$ cat src/rtl/spi_mem_ctrl.sv
// SPI serial-SRAM responder for the CPU memory request interface.
// Each request becomes one 32-bit mode-0 frame: cmd, 16-bit address, data.
package spi_mem_pkg;
    typedef enum logic [1:0] {
        MEM_NOP   = 2'b00,
        MEM_READ  = 2'b01,
        MEM_WRITE = 2'b10
    } mem_ctrl_op_e;
endpackage

module spi_mem_ctrl
    import spi_mem_pkg::*;
#(
    parameter int ADDR_WIDTH     = 16,
    parameter int DATA_BUS_WIDTH = 8
) (
    input  logic                      clock,
    input  logic                      reset,
    input  mem_ctrl_op_e              mem_ctrl_op,
    input  logic [ADDR_WIDTH-1:0]     addr,
    input  logic [DATA_BUS_WIDTH-1:0] data_in,
    output logic [DATA_BUS_WIDTH-1:0] data_out,
    output logic                      mem_op_done,
    output logic                      spi_cs_n,
    output logic                      spi_sclk,
    output logic                      spi_mosi,
    input  logic                      spi_miso
);

    typedef enum logic [2:0] {
        IDLE,
        SHIFT,
        FINISH,
        RECOVER0,
        RECOVER1
    } state_e;

    state_e      state;
    logic [31:0] frame;
    logic [4:0]  bit_cnt;
    logic        high;
    logic        is_read;

    logic [15:0] addr16;
    logic        req_rd;
    logic        req_wr;
    logic [7:0]  cmd;
    logic [7:0]  wdata;

    assign addr16 = 16'(addr);
    assign req_rd = (mem_ctrl_op == MEM_READ);
    assign req_wr = (mem_ctrl_op == MEM_WRITE);
    assign cmd    = req_rd ? 8'h03 : 8'h02;
    assign wdata  = req_wr ? data_in : 8'h00;

    always_ff @(posedge clock or negedge reset) begin
        if (!reset) begin
            state       <= IDLE;
            frame       <= '0;
            bit_cnt     <= '0;
            high        <= 1'b0;
            is_read     <= 1'b0;
            data_out    <= '0;
            mem_op_done <= 1'b0;
            spi_cs_n    <= 1'b1;
            spi_sclk    <= 1'b0;
            spi_mosi    <= 1'b0;
        end else begin
            mem_op_done <= 1'b0;
            unique case (state)
                IDLE: begin
                    if (req_rd || req_wr) begin
                        frame    <= {cmd, addr16, wdata};
                        is_read  <= req_rd;
                        bit_cnt  <= '0;
                        high     <= 1'b0;
                        spi_cs_n <= 1'b0;
                        spi_sclk <= 1'b0;
                        spi_mosi <= cmd[7];
                        state    <= SHIFT;
                    end
                end
                SHIFT: begin
                    if (!high) begin
                        spi_sclk <= 1'b1;
                        high     <= 1'b1;
                    end else begin
                        // falling edge: capture miso, present next MSB
                        high     <= 1'b0;
                        spi_sclk <= 1'b0;
                        frame    <= {frame[30:0], spi_miso};
                        bit_cnt  <= bit_cnt + 5'd1;
                        if (bit_cnt == 5'd31) begin
                            state       <= FINISH;
                            spi_cs_n    <= 1'b1;
                            spi_mosi    <= 1'b0;
                            mem_op_done <= 1'b1;
                            if (is_read)
                                data_out <= {frame[6:0], spi_miso};
                        end else begin
                            spi_mosi <= frame[30];
                        end
                    end
                end
                FINISH:   state <= RECOVER0;
                RECOVER0: state <= RECOVER1;
                RECOVER1: state <= IDLE;
                default:  state <= IDLE;
            endcase
        end
    end

endmodule

$ cat config.mk
export PLATFORM = sky130hd
export DESIGN_NAME = spi_mem_ctrl
export DESIGN_NICKNAME = d
export VERILOG_FILES = /design/src/rtl/spi_mem_ctrl.sv
export SDC_FILE = /design/constraint.sdc
export NUM_CORES = 1
export LEC_CHECK = 0
export ABC_CLOCK_PERIOD_IN_PS = 2200
export BUFFER_PORTS_ARGS = -buffer_cell sky130_fd_sc_hd__buf_2
export CORE_MARGIN = 1
export CORE_UTILIZATION = 45
export CTS_BUF_LIST = sky130_fd_sc_hd__clkbuf_4
export CTS_CLUSTER_SIZE = 24
export DETAILED_ROUTE_END_ITERATION = 10
export GPL_ROUTABILITY_DRIVEN = 0
export PLACE_DENSITY = 0.66
export REMOVE_ABC_BUFFERS = 1
export SETUP_SLACK_MARGIN = 0.2
export SLEW_MARGIN = 15
export SYNTH_ARGS = -nofsm -noshare
export SYNTH_HDL_FRONTEND = slang
export SYNTH_SLANG_ARGS = --single-unit
$ cat constraint.sdc
create_clock -name clock -period 2.2 [get_ports clock]
set_input_delay 0.11 -clock clock [delete_from_list [all_inputs] [get_ports clock]]
set_output_delay 0.11 -clock clock [all_outputs]
set_load 0.01 [all_outputs]
==> flow_summary_export.csv, run 1 <==
group,metric,value,unit
run_status,status,"complete, no violations",
critical_path,worst-path-stages,6,
clocking,cts_tree,"built",
critical_path,cp_common_cell,"ha_1",
drt,drtIter0Drc,131,
placement,port-buffer-count,40,
drt,antenna_left,0,
logic_synthesis,synth_area_per_cell,9.96,um^2
global_routing,grt_usage,0.202,
power_and_ir_drop,p_clk_frac,0.240,
power_and_ir_drop,p_int,0.00131,W
drt,first_pass_iters,4,
floorplanning,core_area,4880,um^2
clocking,clk_pin_slew,0.14,ns
logic_synthesis,mappedNetlistArea,2360,um^2
clocking,clk_path_buf_depth,2,
drt,num_vias,1966,
sta,max_freq,570,MHz
critical_path,crit_type,"reg2reg",
placement,placed_cell_area,2620,um^2
logic_synthesis,yosysUniqueCellTypes,31,
floorplanning,io_pins,41,
logic_synthesis,synthCells,237,
drt,wirelength,5080,um
critical_path,r2r_cells,6,
clocking,clock_latency,0.39,ns
sta,rsz0062_at_grt,"false",
power_and_ir_drop,p_sw,0.000537,W
power_and_ir_drop,sw_frac_of_total,0.291,
power_and_ir_drop,power_density,623,nW/um^2
global_routing,grt_pass1_wl,8450,um
layout,stdcell_area,2960,um^2
logic_synthesis,ys_warn_count,0,
placement,hpwl,3220,um
global_routing,grt_antenna_before_repair,0,
min_path,holdPathStages,3,
layout,drive_above_1_share,0.236,
critical_path,cp.required,2.48,ns
sta,setup_total_negative_slack,0,ns
sta,max_slew_margin,0.587,
power_and_ir_drop,ir_drop,0.394,mV
sta,fin_crit,1.76,ns
global_routing,grt_max_degree,52,
power_and_ir_drop,seqPwrFrac,0.579,
sta,period_share,0.798,
clocking,clock-sinks,52,
sta,finalHoldViolCount,0,
critical_path,max_stage_delay,0.41,ns
sta,setup_viol,0,
floorplanning,die_width,74.4,um
clocking,cts_resized,0,
critical_path,cp.buffers_inverters,1,
critical_path,crit_family,"flip-flops",
floorplanning,start_util,0.484,
drt,via_per_inst,5.34,
run,maxCapViolCount,0,
clocking,cts-root-buf,"clkbuf_4",
critical_path,start_kind,"flip-flop",
logic_synthesis,synth-seq-area-share,0.552,
sta,tightest_slew,0.619,ns
min_path,min_path_type,"in2reg",
logic_synthesis,ys_ff_latch,52,
sta,drv_slew,0,
critical_path,end_kind,"flip-flop",
critical_path,cp_cell_sequence,"ha_1 -> and3_1 -> ha_1 -> nor3b_4 -> buf_12 -> mux2_2",
floorplanning,rows,25,
critical_path,crit_path_max_fanout,8,
clocking,htree_levels,2,
critical_path,slowest_stage,"dfrtp_1",
floorplanning,die-area,5540,um^2
sta,skew,0.0179,ns
critical_path,crit_arrival,2.03,ns
layout,num_antenna_cells,0,
drt,routedWlPerCell,13.8,um
power_and_ir_drop,leakagePower,1.42,nW
placement,dp.cells,333,
global_routing,grt-ovfl-total,0,
drt,route.detailed.drc,0,
clocking,cts_buffers,5,
floorplanning,die_h,74.4,um
critical_path,r2r_slack,0.44,ns
global_routing,grt_pass1_vias,1890,
layout,nets,334,
power_and_ir_drop,p_comb_frac,0.181,
layout,finalNonFillerCells,368,
layout,syn2layout_area_growth,25.6,%
==> flip-flops by register name (all words and copies together), names as in the netlist <==
register / flops
spi_mosi: 1
mem_op_done: 1
frame: 31
data_out: 8
state: 3
bit_cnt: 5
is_read: 1
spi_cs_n: 1
high: 1
==> final cells by class <==
type | instances | area, um^2
sequential | 52 | 1300
multi-input combinational | 165 | 955
clock buffer | 5 | 37.5
clock inverter | 3 | 22.5
inverter | 3 | 11.3
tap | 67 | 83.8
timing repair buffer | 73 | 551
fill | 438 | 1920
==> cells by family after synthesis <==
logic type,count (synthesis),synth area share
AND/OR/NAND/NOR,106,0.208
flip-flops,52,0.552
AO/OA/AOI/OAI,45,0.127
buffers and inverters,20,0.0435
multiplexers,9,0.0429
adder cells (fa/ha/maj),5,0.0265
==> placed cells by master (no fill, tap or decap), types with 8 or more instances in the layout <==
cell	netlist	routed
buf_2	10	40
nand2_1	48	48
nor2_1	30	30
mux2_2	9	9
dlygate4sd3_1	0	26
a22o_1	8	8
nand3_1	12	12
dfrtp_1	51	51
a31oi_1	26	26
==> worst reg2reg max path: stages (launching register included) <==
cell and delay [ns]:
dfrtp_1 0.41, ha_1 0.18, and3_1 0.18, ha_1 0.18, nor3b_4 0.22, buf_12 0.15
mux2_2 0.33
==> path summary, 6_finish.rpt <==
check,start,endpoint
min in group asynchronous,reset,frame[29]
setup / recovery,bit_cnt[0],data_out[6]
setup reg to reg,bit_cnt[0],data_out[6]
max in group asynchronous,reset,data_out[1]
hold / removal,mem_ctrl_op[0],is_read
hold reg to reg,spi_mosi,spi_mosi
==> through the flow <==
stage	hold WS, ns	total power [W]	utilization	setup WS, ns
after floorplan	-0.186	0.00126	-	-0.0530
after global placement	0.161	0.00138	0.537	0.386
after detailed placement	0.164	0.00139	0.537	0.340
after CTS	0.158	0.00186	0.603	0.319
after global routing	0.175	0.00195	0.607	0.290
final	0.169	0.00185	0.607	0.445
==> cells in the mapped netlist (all sizes together) <==
cell type,n,share of area
a22o,8,0.030
nand2,48,0.076
nor2b,2,0.0085
nand4b,1,0.0037
or3,1,0.0032
buf,14,0.034
ha,5,0.027
o21ai,3,0.0080
o21a,1,0.0032
nor2,31,0.052
clkbuf,3,0.0048
a21oi,5,0.011
mux2,9,0.043
o31ai,1,0.0032
a31oi,26,0.069
inv,3,0.0048
nand3,13,0.030
dfstp,1,0.011
o22a,1,0.0037
or2b,1,0.0032
and2,3,0.0080
and3,2,0.0053
nor3b,3,0.014
or4,1,0.0032
dfrtp,51,0.54
==> power groups by stage <==
stage | combinational, W | clock, W | sequential [W]
floorplan | 0.000178 | 0 | 0.00108
global placement | 0.000294 | 0 | 0.00109
detailed placement | 0.000301 | 0 | 0.00109
CTS | 0.000336 | 0.000459 | 0.00107
global route | 0.000379 | 0.000494 | 0.00108
finish | 0.000333 | 0.000443 | 0.00107
==> per-layer routing <==
layer | wire length, um | global-route usage
met1 | 2330 | 0.261
met4 | 64 | 0.0650
met3 | 192 | 0.0379
met5 | 0 | 0
met2 | 2500 | 0.343
==> what timing repair did <==
item	in CTS	in global routing
endpoints found under the setup margin	0	8
hold buffers	26	0
endpoints found under the hold margin	50	0
setup buffers	0	1
Note: power is estimated with default switching activity, not from simulation.
==> inputs of run 2 (changes only) <==
- ABC_CLOCK_PERIOD_IN_PS: 2200 -> 1800
- clock period: 2.2 -> 1.8 ns (I/O delays scaled with it)
==> flow_summary_export.csv, run 2 (synthesis gave the netlist of run 1 again) <==
group,metric,value,unit
run_status,status,"complete, no violations",
power_and_ir_drop,p_int,0.00176,W
drt,drtIter0Drc,97,
layout,largest_registers,"frame: 31 flops, data_out: 8 flops, bit_cnt: 5 flops",
layout,final_cell_mix,"dfrtp_1 (50), nand2_1 (48), buf_2 (40), nor2_1 (30)",
floorplanning,rows,25,
drt,via_per_inst,5.15,
layout,largest_register,"frame",
critical_path,crit_path_max_fanout,8,
placement,placed_cell_area,2680,um^2
floorplanning,die_h,74.4,um
power_and_ir_drop,ir_drop,0.582,mV
power_and_ir_drop,p_sw,0.000643,W
layout,nFillCells,417,
critical_path,crit_type,"reg2reg",
floorplanning,die-area,5540,um^2
clocking,clk_path_buf_depth,2,
layout,nets,347,
floorplanning,io_pins,41,
layout,stdcell_area,3140,um^2
clocking,clock-sinks,52,
sta,rsz0062_at_grt,"true",
power_and_ir_drop,sw_frac_of_total,0.267,
layout,syn2layout_area_growth,32.9,%
global_routing,grt_max_degree,34,
layout,layout.cells.most_common,"dfrtp_1",
placement,hpwl,3320,um
placement,port-buffer-count,40,
clocking,clock_latency,0.38,ns
drt,num_vias,1963,
sta,finalHoldViolCount,0,
run,maxCapViolCount,0,
critical_path,r2r_cells,6,
critical_path,start_kind,"flip-flop",
drt,antenna_left,0,
global_routing,grt_antenna_before_repair,0,
sta,tightest_slew,0.471,ns
sta,max_slew_margin,0.686,
layout,largest_reg_flops,31,
sta,max_freq,603,MHz
global_routing,grt_pass1_vias,1871,
critical_path,cp.required,2.06,ns
min_path,min_path_type,"in2reg",
floorplanning,die_width,74.4,um
critical_path,end_kind,"flip-flop",
drt,route.detailed.drc,0,
layout,num_antenna_cells,0,
drt,wirelength,5440,um
sta,skew,0.0201,ns
sta,setup_viol,0,
global_routing,grt_pass1_wl,8650,um
sta,period_share,0.922,
power_and_ir_drop,p_clk_frac,0.278,
drt,first_pass_iters,4,
global_routing,grt_usage,0.210,
drt,routedWlPerCell,14.3,um
layout,finalNonFillerCells,381,
critical_path,crit_arrival,1.92,ns
clocking,cts_buffers,5,
placement,dp.cells,339,
power_and_ir_drop,power_density,768,nW/um^2
clocking,htree_levels,2,
sta,worst_hold_slack,0.135,ns
floorplanning,start_util,0.484,
clocking,cts-root-buf,"clkbuf_4",
power_and_ir_drop,p_comb_frac,0.180,
power_and_ir_drop,seqPwrFrac,0.542,
power_and_ir_drop,leakagePower,1.50,nW
floorplanning,core_area,4880,um^2
sta,drv_slew,0,
global_routing,grt-ovfl-total,0,
clocking,cts_tree,"built",
layout,drive_above_1_share,0.280,
clocking,clk_pin_slew,0.14,ns
min_path,holdPathStages,3,
sta,fin_crit,1.66,ns
==> run 2: repair_timing <==
item / CTS / global route
hold buffers: 26 / 0
setup endpoints to repair: 8 / 16
pin swaps: 1 / 1
buffers inserted: 4 / 4
resized for setup: 12 / 2
hold endpoints to repair: 43 / 0
==> run 2: power groups by stage <==
stage | logic (W) | registers (W) | clock network [W]
final | 0.000434 | 0.00130 | 0.000668
after global routing | 0.000490 | 0.00132 | 0.000738
after CTS | 0.000433 | 0.00130 | 0.000686
after detailed placement | 0.000384 | 0.00133 | 0
after global placement | 0.000377 | 0.00132 | 0
after floorplan | 0.000218 | 0.00132 | 0
==> run 2: area by class of cell <==
type                    count  area (um^2)  area share
flip-flops and latches     52         1300       0.416
multi-input cells         165         1000       0.320
clock inverters             2         35.0      0.0112
repair buffers             86          652       0.208
inverters                   3         11.3     0.00359
clock buffers               6         45.0      0.0144
well taps                  67         83.8      0.0267
==> run 2: worst max-delay path, stage by stage (launching register included) <==
cell and delay, ns:
dfrtp_1 0.38, ha_2 0.18, and3_4 0.20, ha_4 0.12, nor3b_4 0.21, buf_12 0.17
mux2_4 0.30
==> run 2: layer usage <==
layer  up-vias  GRT usage  routed length, um
met1       947      0.279               2530
met5         -          0                  0
met3         5     0.0407                208
li1        963          -                  -
met4         0     0.0629                 54
met2        48      0.349               2640
==> run 2: final timing paths <==
path	startpoint	endpoint	slack (ns)
setup / recovery	bit_cnt[1]	data_out[0]	0.14
hold / removal	mem_ctrl_op[0]	is_read	0.14
setup reg to reg	bit_cnt[1]	data_out[0]	0.14
hold reg to reg	spi_mosi	spi_mosi	0.49
max in group asynchronous	reset	spi_cs_n	1.06
min in group asynchronous	reset	data_out[7]	0.18
==> run 2: stage by stage <==
stage | utilization | TNS [ns] | worst slack [ns] | total power [W]
2_1_floorplan | - | -5.40 | -0.453 | 0.00154
3_3_place_gp | 0.549 | 0 | 0.113 | 0.00170
3_5_place_dp | 0.549 | 0 | 0.0550 | 0.00171
4_1_cts | 0.635 | 0 | 0.153 | 0.00242
5_1_grt | 0.643 | 0 | 0.0785 | 0.00254
6_report | 0.643 | 0 | 0.140 | 0.00241
